### config.mk
export PLATFORM = sky130hd
export DESIGN_NAME = gpio_apb_ctrl
export DESIGN_NICKNAME = d
export VERILOG_FILES = /design/src/rtl/gpio_pkg.sv /design/src/rtl/gpio_apb_ctrl_sync_edge.sv /design/src/rtl/gpio_apb_ctrl.sv
export SDC_FILE = /design/constraint.sdc
export NUM_CORES = 1
export LEC_CHECK = 0
export ABC_AREA = 1
export CAP_MARGIN = 20
export CORE_MARGIN = 1
export CORE_UTILIZATION = 45
export DETAILED_ROUTE_END_ITERATION = 8
export MAX_ROUTING_LAYER = met4
export PLACE_DENSITY = 0.67
export SLEW_MARGIN = 40
export SYNTH_ARGS = -nofsm -noshare
export SYNTH_HDL_FRONTEND = slang
export SYNTH_HIERARCHICAL = 1
export SYNTH_SLANG_ARGS = --single-unit
### constraint.sdc
create_clock -name PCLK -period 4.5 [get_ports PCLK]
set_clock_uncertainty 0.05 [all_clocks]
set_input_delay 0.9 -clock PCLK [delete_from_list [all_inputs] [get_ports PCLK]]
set_output_delay 0.9 -clock PCLK [all_outputs]
set_load 0.02 [all_outputs]
### src/rtl/gpio_pkg.sv
// Shared definitions for the APB GPIO controller: register offsets,
// APB phase states and the direction encoding.
package gpio_pkg;

    localparam logic [4:0] GPIO_DATA_OUT   = 5'h00;
    localparam logic [4:0] GPIO_DIR        = 5'h04;
    localparam logic [4:0] GPIO_SET        = 5'h08;
    localparam logic [4:0] GPIO_CLR        = 5'h0C;
    localparam logic [4:0] GPIO_DATA_IN    = 5'h10;
    localparam logic [4:0] GPIO_RISE_EN    = 5'h14;
    localparam logic [4:0] GPIO_FALL_EN    = 5'h18;
    localparam logic [4:0] GPIO_IRQ_STATUS = 5'h1C;

    // DIR bit value that makes a pin drive its pad
    localparam logic DIR_OUT = 1'b1;

    typedef enum logic {
        IDLE  = 1'b0,
        SETUP = 1'b1
    } apb_state_e;

endpackage

### src/rtl/gpio_apb_ctrl_sync_edge.sv
// Pad-input synchroniser chain plus a previous-value register that
// produces per-pin rising and falling edge pulses.
module gpio_sync_edge #(
    parameter int N_PINS      = 16,
    parameter int SYNC_STAGES = 2
) (
    input  logic              clk,
    input  logic              rst,
    input  logic [N_PINS-1:0] pin_in,
    output logic [N_PINS-1:0] sync_o,
    output logic [N_PINS-1:0] rise_o,
    output logic [N_PINS-1:0] fall_o
);

    logic [SYNC_STAGES-1:0][N_PINS-1:0] sync_q, sync_d;
    logic [N_PINS-1:0]                  prev_q, prev_d;

    always_comb begin
        sync_d = {sync_q[SYNC_STAGES-2:0], pin_in};
        prev_d = sync_q[SYNC_STAGES-1];
    end

    always_ff @(posedge clk) begin
        if (rst) begin
            sync_q <= '0;
            prev_q <= '0;
        end else begin
            sync_q <= sync_d;
            prev_q <= prev_d;
        end
    end

    assign sync_o = sync_q[SYNC_STAGES-1];
    assign rise_o = sync_o & ~prev_q;
    assign fall_o = ~sync_o & prev_q;

endmodule

### src/rtl/gpio_apb_ctrl.sv
// APB slave GPIO controller: direction, data-out with atomic set/clear,
// synchronised input readback and per-pin edge interrupts (W1C status).
module gpio_apb_ctrl
    import gpio_pkg::*;
#(
    parameter int N_PINS      = 16,
    parameter int DW          = 16,
    parameter int AW          = 8,
    parameter int SYNC_STAGES = 2
) (
    input  logic              PCLK,
    input  logic              PRESETn,
    input  logic              PSEL,
    input  logic              PENABLE,
    input  logic              PWRITE,
    input  logic [AW-1:0]     PADDR,
    input  logic [DW-1:0]     PWDATA,
    output logic [DW-1:0]     PRDATA,
    output logic              PREADY,
    output logic              PSLVERR,
    input  logic [N_PINS-1:0] gpio_in,
    output logic [N_PINS-1:0] gpio_out,
    output logic [N_PINS-1:0] gpio_oe,
    output logic              irq
);

    apb_state_e        state_q, state_d;
    logic [N_PINS-1:0] data_out_q, data_out_d;
    logic [N_PINS-1:0] dir_q, dir_d;
    logic [N_PINS-1:0] rise_en_q, rise_en_d;
    logic [N_PINS-1:0] fall_en_q, fall_en_d;
    logic [N_PINS-1:0] irq_status_q, irq_status_d;
    logic [DW-1:0]     prdata_q, prdata_d;

    logic [N_PINS-1:0] sync_s, rise_s, fall_s;
    logic [N_PINS-1:0] wdata_s, rdata_s, dir_mask_s;
    logic [4:0]        addr_s;
    logic              addr_err_s, err_s, valid_s, wr_s, rd_setup_s;

    gpio_sync_edge #(
        .N_PINS      (N_PINS),
        .SYNC_STAGES (SYNC_STAGES)
    ) u_sync_edge (
        .clk    (PCLK),
        .rst    (PRESETn),
        .pin_in (gpio_in),
        .sync_o (sync_s),
        .rise_o (rise_s),
        .fall_o (fall_s)
    );

    always_comb begin
        state_d = IDLE;
        if (PSEL && !PENABLE) begin
            state_d = SETUP;
        end else begin
            state_d = IDLE;
        end
    end

    // A write to the read-only input register is flagged like a bad address
    always_comb begin
        addr_s     = PADDR[4:0];
        addr_err_s = (PADDR[1:0] != 2'b00) || (PADDR[AW-1:5] != '0);
        err_s      = addr_err_s || (PWRITE && (addr_s == GPIO_DATA_IN));
        valid_s    = PSEL && PENABLE && (state_q == SETUP);
        wr_s       = valid_s && PWRITE && !err_s;
        rd_setup_s = PSEL && !PENABLE && !PWRITE;
        wdata_s    = PWDATA[N_PINS-1:0];
        dir_mask_s = DIR_OUT ? dir_q : ~dir_q;
    end

    assign PREADY  = PSEL & PENABLE;
    assign PSLVERR = valid_s & err_s;

    always_comb begin
        rdata_s = '0;
        case (addr_s)
            GPIO_DATA_OUT:   rdata_s = data_out_q;
            GPIO_DIR:        rdata_s = dir_q;
            GPIO_DATA_IN:    rdata_s = sync_s;
            GPIO_RISE_EN:    rdata_s = rise_en_q;
            GPIO_FALL_EN:    rdata_s = fall_en_q;
            GPIO_IRQ_STATUS: rdata_s = irq_status_q;
            default:         rdata_s = '0;
        endcase
        prdata_d = prdata_q;
        if (rd_setup_s) begin
            prdata_d = err_s ? '0 : DW'(rdata_s);
        end else begin
            prdata_d = prdata_q;
        end
    end

    // Edge events are OR-ed in after the W1C so a coincident edge survives
    always_comb begin
        data_out_d   = data_out_q;
        dir_d        = dir_q;
        rise_en_d    = rise_en_q;
        fall_en_d    = fall_en_q;
        irq_status_d = irq_status_q;
        if (wr_s) begin
            case (addr_s)
                GPIO_DATA_OUT:   data_out_d   = wdata_s;
                GPIO_DIR:        dir_d        = wdata_s;
                GPIO_SET:        data_out_d   = data_out_q | (wdata_s & dir_mask_s);
                GPIO_CLR:        data_out_d   = data_out_q & ~(wdata_s & dir_mask_s);
                GPIO_RISE_EN:    rise_en_d    = wdata_s;
                GPIO_FALL_EN:    fall_en_d    = wdata_s;
                GPIO_IRQ_STATUS: irq_status_d = irq_status_q & ~wdata_s;
                default:         data_out_d   = data_out_q;
            endcase
        end else begin
            data_out_d = data_out_q;
        end
        irq_status_d = irq_status_d | (rise_s & rise_en_q) | (fall_s & fall_en_q);
    end

    always_ff @(posedge PCLK) begin
        if (PRESETn) begin
            state_q      <= IDLE;
            data_out_q   <= '0;
            dir_q        <= '0;
            rise_en_q    <= '0;
            fall_en_q    <= '0;
            irq_status_q <= '0;
            prdata_q     <= '0;
        end else begin
            state_q      <= state_d;
            data_out_q   <= data_out_d;
            dir_q        <= dir_d;
            rise_en_q    <= rise_en_d;
            fall_en_q    <= fall_en_d;
            irq_status_q <= irq_status_d;
            prdata_q     <= prdata_d;
        end
    end

    assign PRDATA   = prdata_q;
    assign gpio_out = data_out_q;
    assign gpio_oe  = dir_q;
    assign irq      = |irq_status_q;

endmodule

Word-level counts from Yosys, hierarchy flattened
Cells that the tools add are included.

Bitwise operators: 16. Equal/unequal tests: 7. Mux-type cells: 6. Reduce and logical (&&, ||, !) cells: 21.

Operators with widths (number): $and 16x16->16 (7); $pmux 16 s6 (1); $not 16->16 (4); $mux 16 (3); $or 16x16->16 (3); $pmux 16 s3 (1); $eq 5x5->1 const B (4); $reduce_or 16->1 (1); $eq 5x4->1 const B (2); $reduce_and 2->1 (4); $logic_and 1x1->1 (7); $reduce_bool 3->1 (2); $eq 5x3->1 const B (1); $logic_not 5->1 (1); $logic_not 1->1 (3); $and 1x1->1 (2); $logic_or 1x1->1 (2); $reduce_bool 2->1 (1); $mux 1 (1).

Input bits: 45. Bits in registers: 145. Logic and storage cells: 60. Output and inout bits: 51.

Depth between registers and ports, before layout
Gate-level depths: netlist (run 1).

Depth in word-level cells: 8. Gate-level depth with buffers: 10. Mapped depth without buffers: 8.

Cells and area by module
The synthesis (run 1) kept the hierarchy.

By module, submodules not included: gpio_apb_ctrl (cells each 968, sequential area each 1941.9 µm², area each 5739.3 µm², times used 1); gpio_sync_edge (cells each 197, sequential area each 960.9 µm², area each 1545.2 µm², times used 1).

Least setup slack after synthesis (run 1)
Ideal clock, no wire load.

Path kind: in2out. Start: input PADDR[3]. End: output PSLVERR. Stages on the path: 6. Buffers on the path: 3. Arrival time: 2.113 ns. Path slack: 1.437 ns. Required time: 3.550 ns. Cells stage by stage: buf_2 nor2_2 nand4_2 buf_4 buf_2 a21oi_1.

Longest elaborated chain between the ends: 4.

Ends and longest elaborated chain: from (decl) (line gpio_apb_ctrl.sv:16) `input logic [AW-1:0] PADDR,`; $eq 5x5->1 (line gpio_apb_ctrl.sv:65) `err_s = addr_err_s || (PWRITE && (addr_s == GPIO_DATA_IN));`; $logic_and 1x1->1 (line gpio_apb_ctrl.sv:65); $logic_or 1x1->1 (line gpio_apb_ctrl.sv:65); $and 1x1->1 (line gpio_apb_ctrl.sv:74) `assign PSLVERR = valid_s & err_s;`; to (decl) (line gpio_apb_ctrl.sv:20) `output logic PSLVERR,`.

Every way passes these cells.

Worst setup path in the final report (run 1)
Ends and elaborated chain as after synthesis.

==> flow_metrics.py, run 1 <==
metrics = {
    "job": {
        "max-cap-violations": 0,
    },
    "placement": {
        "place_area_mm2": 0.00832,
        "gp_congestion": 0.869,
        "buffer_ports.inserted": 95,
        "place_hpwl_um": 13300,
    },
    "worst_setup_path": {
        "start_kind": "primary input",
        "worstSetupPathType": "primary input to primary output",
        "critPathMaxFanout": 6,
        "r2r_start": "state_q$_SDFF_PP0_",
        "crit_path_start": "PADDR[3]",
        "required_ns": 3.55,
        "cp-end-kind": "primary output",
        "arrival_ns": 2.66,
    },
    "sta": {
        "post-route-period-util_pct": 80.3,
        "fin_crit_ns": 3.61,
        "drv_slew": 0,
        "tightest_slew_ns": 0.756,
        "finalSetupViolCount": 0,
        "slew_headroom_pct": 49.6,
        "finalHoldViolCount": 0,
        "grt_setup_unrepaired": "false",
        "max_freq_mhz": 277,
        "tns_ns": 0,
    },
    "floorplanning": {
        "rows": 46,
        "die_w_um": 129,
        "io_pins": 96,
        "coreArea_mm2": 0.0158,
        "die-area_mm2": 0.0167,
        "die_h_um": 129,
        "initial_core_util_pct": 46.0,
    },
    "clock_tree": {
        "root_buffer": "clkbuf_16",
        "cts_hold_buffers": 0,
        "clock_latency_ns": 0.42,
        "clk_pin_slew_ns": 0.06,
        "cts_resized": 0,
        "numCtsBuffers": 17,
        "htreeDepth": 4,
        "clkSinkCount": 145,
        "cts_tree": "built",
        "cts_buffer_depth": 2,
        "post_cts_buffers": 0,
    },
    "route": {
        "postRouteAntennaNets": 0,
        "wire_per_inst_um": 13.8,
        "wl_um": 20200,
        "drc": 0,
        "viasPerCell": 4.94,
        "vias": 7225,
        "drt_iter0_markers": 546,
        "dr.pass1.iters": 5,
    },
    "synthesis": {
        "synth-seq-cells": 145,
        "ys_types": 24,
        "syn_avg_cell_area_um2": 6.25,
        "yosysWarningCount": 6,
        "seq_area_frac_synth_pct": 39.8,
        "synthesis.nets": 1210,
        "syn_inst": 1165,
        "netlist_area_mm2": 0.00728,
    },
    "worst_hold_path": {
        "worstHoldStart": "u_sync_edge/sync_d[19]$_SDFF_PP0_",
        "hp-class": "register to register",
    },
    "global_route": {
        "grt_util_met2_pct": 39.3,
        "use_met1_pct": 33.2,
        "grt_use_met3_pct": 4.87,
        "grt_overflow": 0,
        "gr-usage-all-layers_pct": 25.8,
        "globalRoute.busiestLayer": "met2",
        "grt_pass1_vias": 6275,
        "antenna_found_initial": 0,
        "grt_first_pass_wirelength_um": 32100,
        "grt_max_degree": 82,
    },
    "status": {
        "status": "finished clean",
    },
    "cells_and_area": {
        "nets": 1278,
        "syn_to_final_growth_pct": 22.6,
        "drive_gt1_share_pct": 5.22,
        "layout_common_cells": "nand2_1 (294), nor2_1 (293), inv_1 (181), dfxtp_1 (145), clkdlybuf4s50_1 (94)",
        "n_antenna_cell": 0,
        "layout_commonest_cell": "nand2_1",
        "finalInstanceArea_mm2": 0.00893,
    },
    "power": {
        "power_density_mw_per_mm2": 330,
        "p_leak_nw": 4.19,
        "vdd_ir_drop_max_mv": 0.310,
    },
}
cell usage after synthesis:
master / instances / area share (%)
nand2_1: 294 / 15
nor2_1: 293 / 15
inv_1: 181 / 9.3
dfxtp_1: 145 / 40
nand4_1: 84 / 7.2
a21oi_1: 33 / 2.3
nand3_1: 32 / 2.2
buf_2: 30 / 2.1
clkbuf_1: 21 / 1.1
a22o_1: 16 / 1.9
buf_1: 6 / 0.31
buf_6: 4 / 0.62
inv_2: 4 / 0.21
nor2_2: 4 / 0.34
nor4_1: 4 / 0.34
buf_4: 2 / 0.21
nand4_2: 2 / 0.34
nand4_4: 2 / 0.58
nor2_4: 2 / 0.31
nor3_1: 2 / 0.14
clkinv_1: 1 / 0.051
nand3_2: 1 / 0.14
nor3_2: 1 / 0.14
o211ai_1: 1 / 0.10
kinds of logic (layout without fill, tap and decap cells):
kind of cell / count (synthesis) / in the layout / share of synthesized area [%]
AO/OA/AOI/OAI: 50 / 50 / 4.29
buffers and inverters: 249 / 330 / 13.9
AND/OR/NAND/NOR: 721 / 721 / 42.0
flip-flops: 145 / 145 / 39.8
worst paths after layout:
path / to / slack (ns) / cells past startpoint
hold / removal: u_sync_edge/sync_o[3]$_SDFF_PP0_ / 0.35 / 2
setup reg to reg: rise_en_q[7]$_SDFFE_PP0P_ / 2.44 / 6
setup / recovery: PSLVERR / 0.89 / 5
hold reg to reg: u_sync_edge/sync_o[3]$_SDFF_PP0_ / 0.35 / 2
through the flow:
step	std cells	util, %	power (W)	setup slack (ns)	hold slack, ns
finish	1462	56.4	0.00295	0.887	0.350
global route	1462	56.4	0.00304	0.813	0.357
CTS	1462	56.4	0.00297	0.873	0.352
detailed placement	1430	52.5	0.00151	0.890	0.343
global placement	1430	52.5	0.00151	0.861	0.338
floorplan	1165	-	0.00143	1.44	0.338
flip-flops by register name, indices dropped and copies added (netlist names):
register	cells
gpio_oe	16
gpio_out	16
fall_en_q	16
u_sync_edge/prev_q	16
u_sync_edge/sync_o	16
irq_status_q	16
u_sync_edge/sync_d	16
PRDATA	16
rise_en_q	16
state_q	1
report_power, final:
group	internal (W)	switching, W
Clock	0.000881	0.000581
Combinational	0.0000593	0.000116
Sequential	0.00130	0.00000878
Total	0.00224	0.000706
cell type report:
| type | instances | area [um^2] |
|---|---|---|
| clock buffers | 18 | 429 |
| flip-flops and latches | 145 | 2900 |
| inverters | 186 | 698 |
| well taps | 216 | 270 |
| repair buffers | 112 | 1080 |
| clock inverters | 14 | 181 |
| multi-input cells | 771 | 3370 |
| fillers | 1572 | 6900 |
critical path, cell delays in order:
cell and delay, ns:
clkdlybuf4s50_1 0.53, nor2_2 0.18, nand4_2 0.10, a21oi_1 0.28
clkdlybuf4s50_1 0.67
metal layers:
metal	part of all wire, %	routed length (um)
met1	46	9250
met5	0	0
met3	7.0	1410
met2	44	8800
met4	3.5	702
No activity file was read; power rests on OpenSTA's default activity.
==> run 2: changes to the inputs <==
==> constraint.sdc (replaced) <==
create_clock -name PCLK -period 3.6 [get_ports PCLK]
set_clock_uncertainty 0.05 [all_clocks]
set_input_delay 0.72 -clock PCLK [delete_from_list [all_inputs] [get_ports PCLK]]
set_output_delay 0.72 -clock PCLK [all_outputs]
set_load 0.02 [all_outputs]
==> run 2 against run 1 <==
  * Routed wire length shrank 1.0%
  * Setup slack got worse by 0.40 ns
  * Largest cell class unchanged
  * Largest power group unchanged
  * Hold slack worse by 0.0011 ns
  * Critical endpoint unchanged
==> flow_metrics.py, run 2 (same netlist as run 1, synthesis figures left out) <==
metrics = {
    "status": {
        "status": "finished clean",
    },
    "power": {
        "power_density_mw_per_mm2": 403,
        "p_leak_nw": 4.23,
        "p_total_w": 0.00362,
        "vdd_ir_drop_max_mv": 0.345,
    },
    "floorplanning": {
        "coreArea_mm2": 0.0158,
        "die_h_um": 129,
        "die_w_um": 129,
        "die-area_mm2": 0.0167,
        "io_pins": 96,
        "rows": 46,
        "initial_core_util_pct": 46.0,
    },
    "route": {
        "wl_um": 20000,
        "drc": 0,
        "top_layer": "met4",
        "dr.pass1.iters": 4,
        "viasPerCell": 4.89,
        "wl_met1_um": 9100,
        "wl_met2_um": 8840,
        "vias": 7195,
        "wire_per_inst_um": 13.6,
        "postRouteAntennaNets": 0,
        "drt_iter0_markers": 581,
        "dr_wl_met3_um": 1290,
    },
    "worst_setup_path": {
        "rrSetupSlack_ns": 1.89,
        "required_ns": 2.83,
        "critPathMaxFanout": 4,
        "worstSetupPathType": "primary input to primary output",
        "r2r_start": "state_q$_SDFF_PP0_",
        "arrival_ns": 2.34,
        "start_kind": "primary input",
        "cp-end-kind": "primary output",
        "timing.rr.end": "gpio_oe[12]$_SDFFE_PP0P_",
        "reg2reg_depth": 6,
    },
    "job": {
        "max-cap-violations": 0,
    },
    "worst_hold_path": {
        "worstHoldEndpoint": "u_sync_edge/sync_o[4]$_SDFF_PP0_",
        "hp-class": "register to register",
        "worstHoldStart": "u_sync_edge/sync_d[20]$_SDFF_PP0_",
        "hold-path-cell-count": 2,
    },
    "clock_tree": {
        "cts_tree": "built",
        "clkSinkCount": 145,
        "cts_hold_buffers": 0,
        "cts_buffer_depth": 2,
        "htreeDepth": 4,
        "cts_resized": 0,
        "root_buffer": "clkbuf_16",
        "post_cts_buffers": 0,
        "numCtsBuffers": 17,
        "clock_latency_ns": 0.43,
        "clk_pin_slew_ns": 0.06,
    },
    "placement": {
        "gp_congestion": 0.852,
        "place_hpwl_um": 13700,
        "buffer_ports.inserted": 95,
    },
    "sta": {
        "grt_setup_unrepaired": "false",
        "finalSetupViolCount": 0,
        "tightest_slew_ns": 0.593,
        "finalHoldViolCount": 0,
        "slew_headroom_pct": 60.4,
        "max_freq_mhz": 322,
        "tns_ns": 0,
        "post-route-period-util_pct": 86.4,
        "drv_slew": 0,
        "fin_crit_ns": 3.11,
    },
    "global_route": {
        "grt_overflow": 0,
        "grt_first_pass_wirelength_um": 31900,
        "antenna_found_initial": 0,
        "grt_pass1_vias": 6216,
        "grt_max_degree": 82,
        "gr-usage-all-layers_pct": 25.8,
    },
    "cells_and_area": {
        "layout_common_cells": "nand2_1 (294), nor2_1 (293), inv_1 (181), dfxtp_1 (145), clkdlybuf4s50_1 (94)",
        "fillerInstances": 1566,
        "syn_to_final_growth_pct": 23.3,
        "nets": 1287,
        "layout_commonest_cell": "nand2_1",
        "n_antenna_cell": 0,
        "drive_gt1_share_pct": 5.82,
    },
}
==> run 2: how the worst max path moves through the flow <==
| stage | to | slack (ns) | start |
|---|---|---|---|
| 3_5_place_dp | PSLVERR | 0.45 | PADDR[2] |
| 6_report | PSLVERR | 0.49 | PADDR[2] |
| 4_1_cts | PSLVERR | 0.44 | PADDR[2] |
| 2_1_floorplan | PSLVERR | 0.90 | PADDR[3] |
| 5_1_grt | PSLVERR | 0.36 | PADDR[2] |
| 3_3_place_gp | PSLVERR | 0.46 | PADDR[2] |
==> run 2: through the flow <==
stage                     hold slack [ns]  instances  area, um^2  setup WS (ns)  util (%)
after floorplan                     0.338       1165        7280          0.897         -
after detailed placement            0.342       1439        8380          0.446      53.0
after global placement              0.339       1439        8380          0.461      53.0
after CTS                           0.350       1471        8970          0.438      56.7
after global routing                0.365       1471        8980          0.360      56.7
final                               0.349       1471        8980          0.490      56.7
==> run 2: worst max-delay path, cell delays in order <==
cell             delay (ns)
clkdlybuf4s50_1        0.52
nor2_2                 0.16
nand4_2                0.10
a21oi_1                0.18
clkdlybuf4s50_1        0.66
==> run 2: where the power goes <==
part | leakage, nW | total [W] | internal (W) | switching [W]
registers | 1.18 | 0.00164 | 0.00163 | 0.0000111
logic | 2.78 | 0.000221 | 0.0000783 | 0.000143
clock network | 0.276 | 0.00176 | 0.00106 | 0.000699
==> run 2: final cells by class <==
type	instances	area, um^2	share of cell area [%]
Multi-Input combinational cell	771	3370	37.6
Sequential cell	145	2900	32.3
Timing Repair Buffer	121	1140	12.8
Inverter	186	698	7.78
Clock buffer	21	460	5.13
Tap cell	216	270	3.01
Clock inverter	11	130	1.45
==> run 2: metal layers <==
metal,global-route usage (%),up-vias
li1,-,3735
met1,31.9,3180
met2,40.1,240
met3,5.62,40
met4,12.0,0
met5,-,-
==> run 3: changes to the inputs <==
--- a/config.mk
+++ b/config.mk
@@ -17,3 +17,4 @@
 export SYNTH_HDL_FRONTEND = slang
 export SYNTH_HIERARCHICAL = 1
 export SYNTH_SLANG_ARGS = --single-unit
+export TNS_END_PERCENT = 20
==> results of run 3 <==
No change in the layout: final DEF, timing and power equal those of run 2.
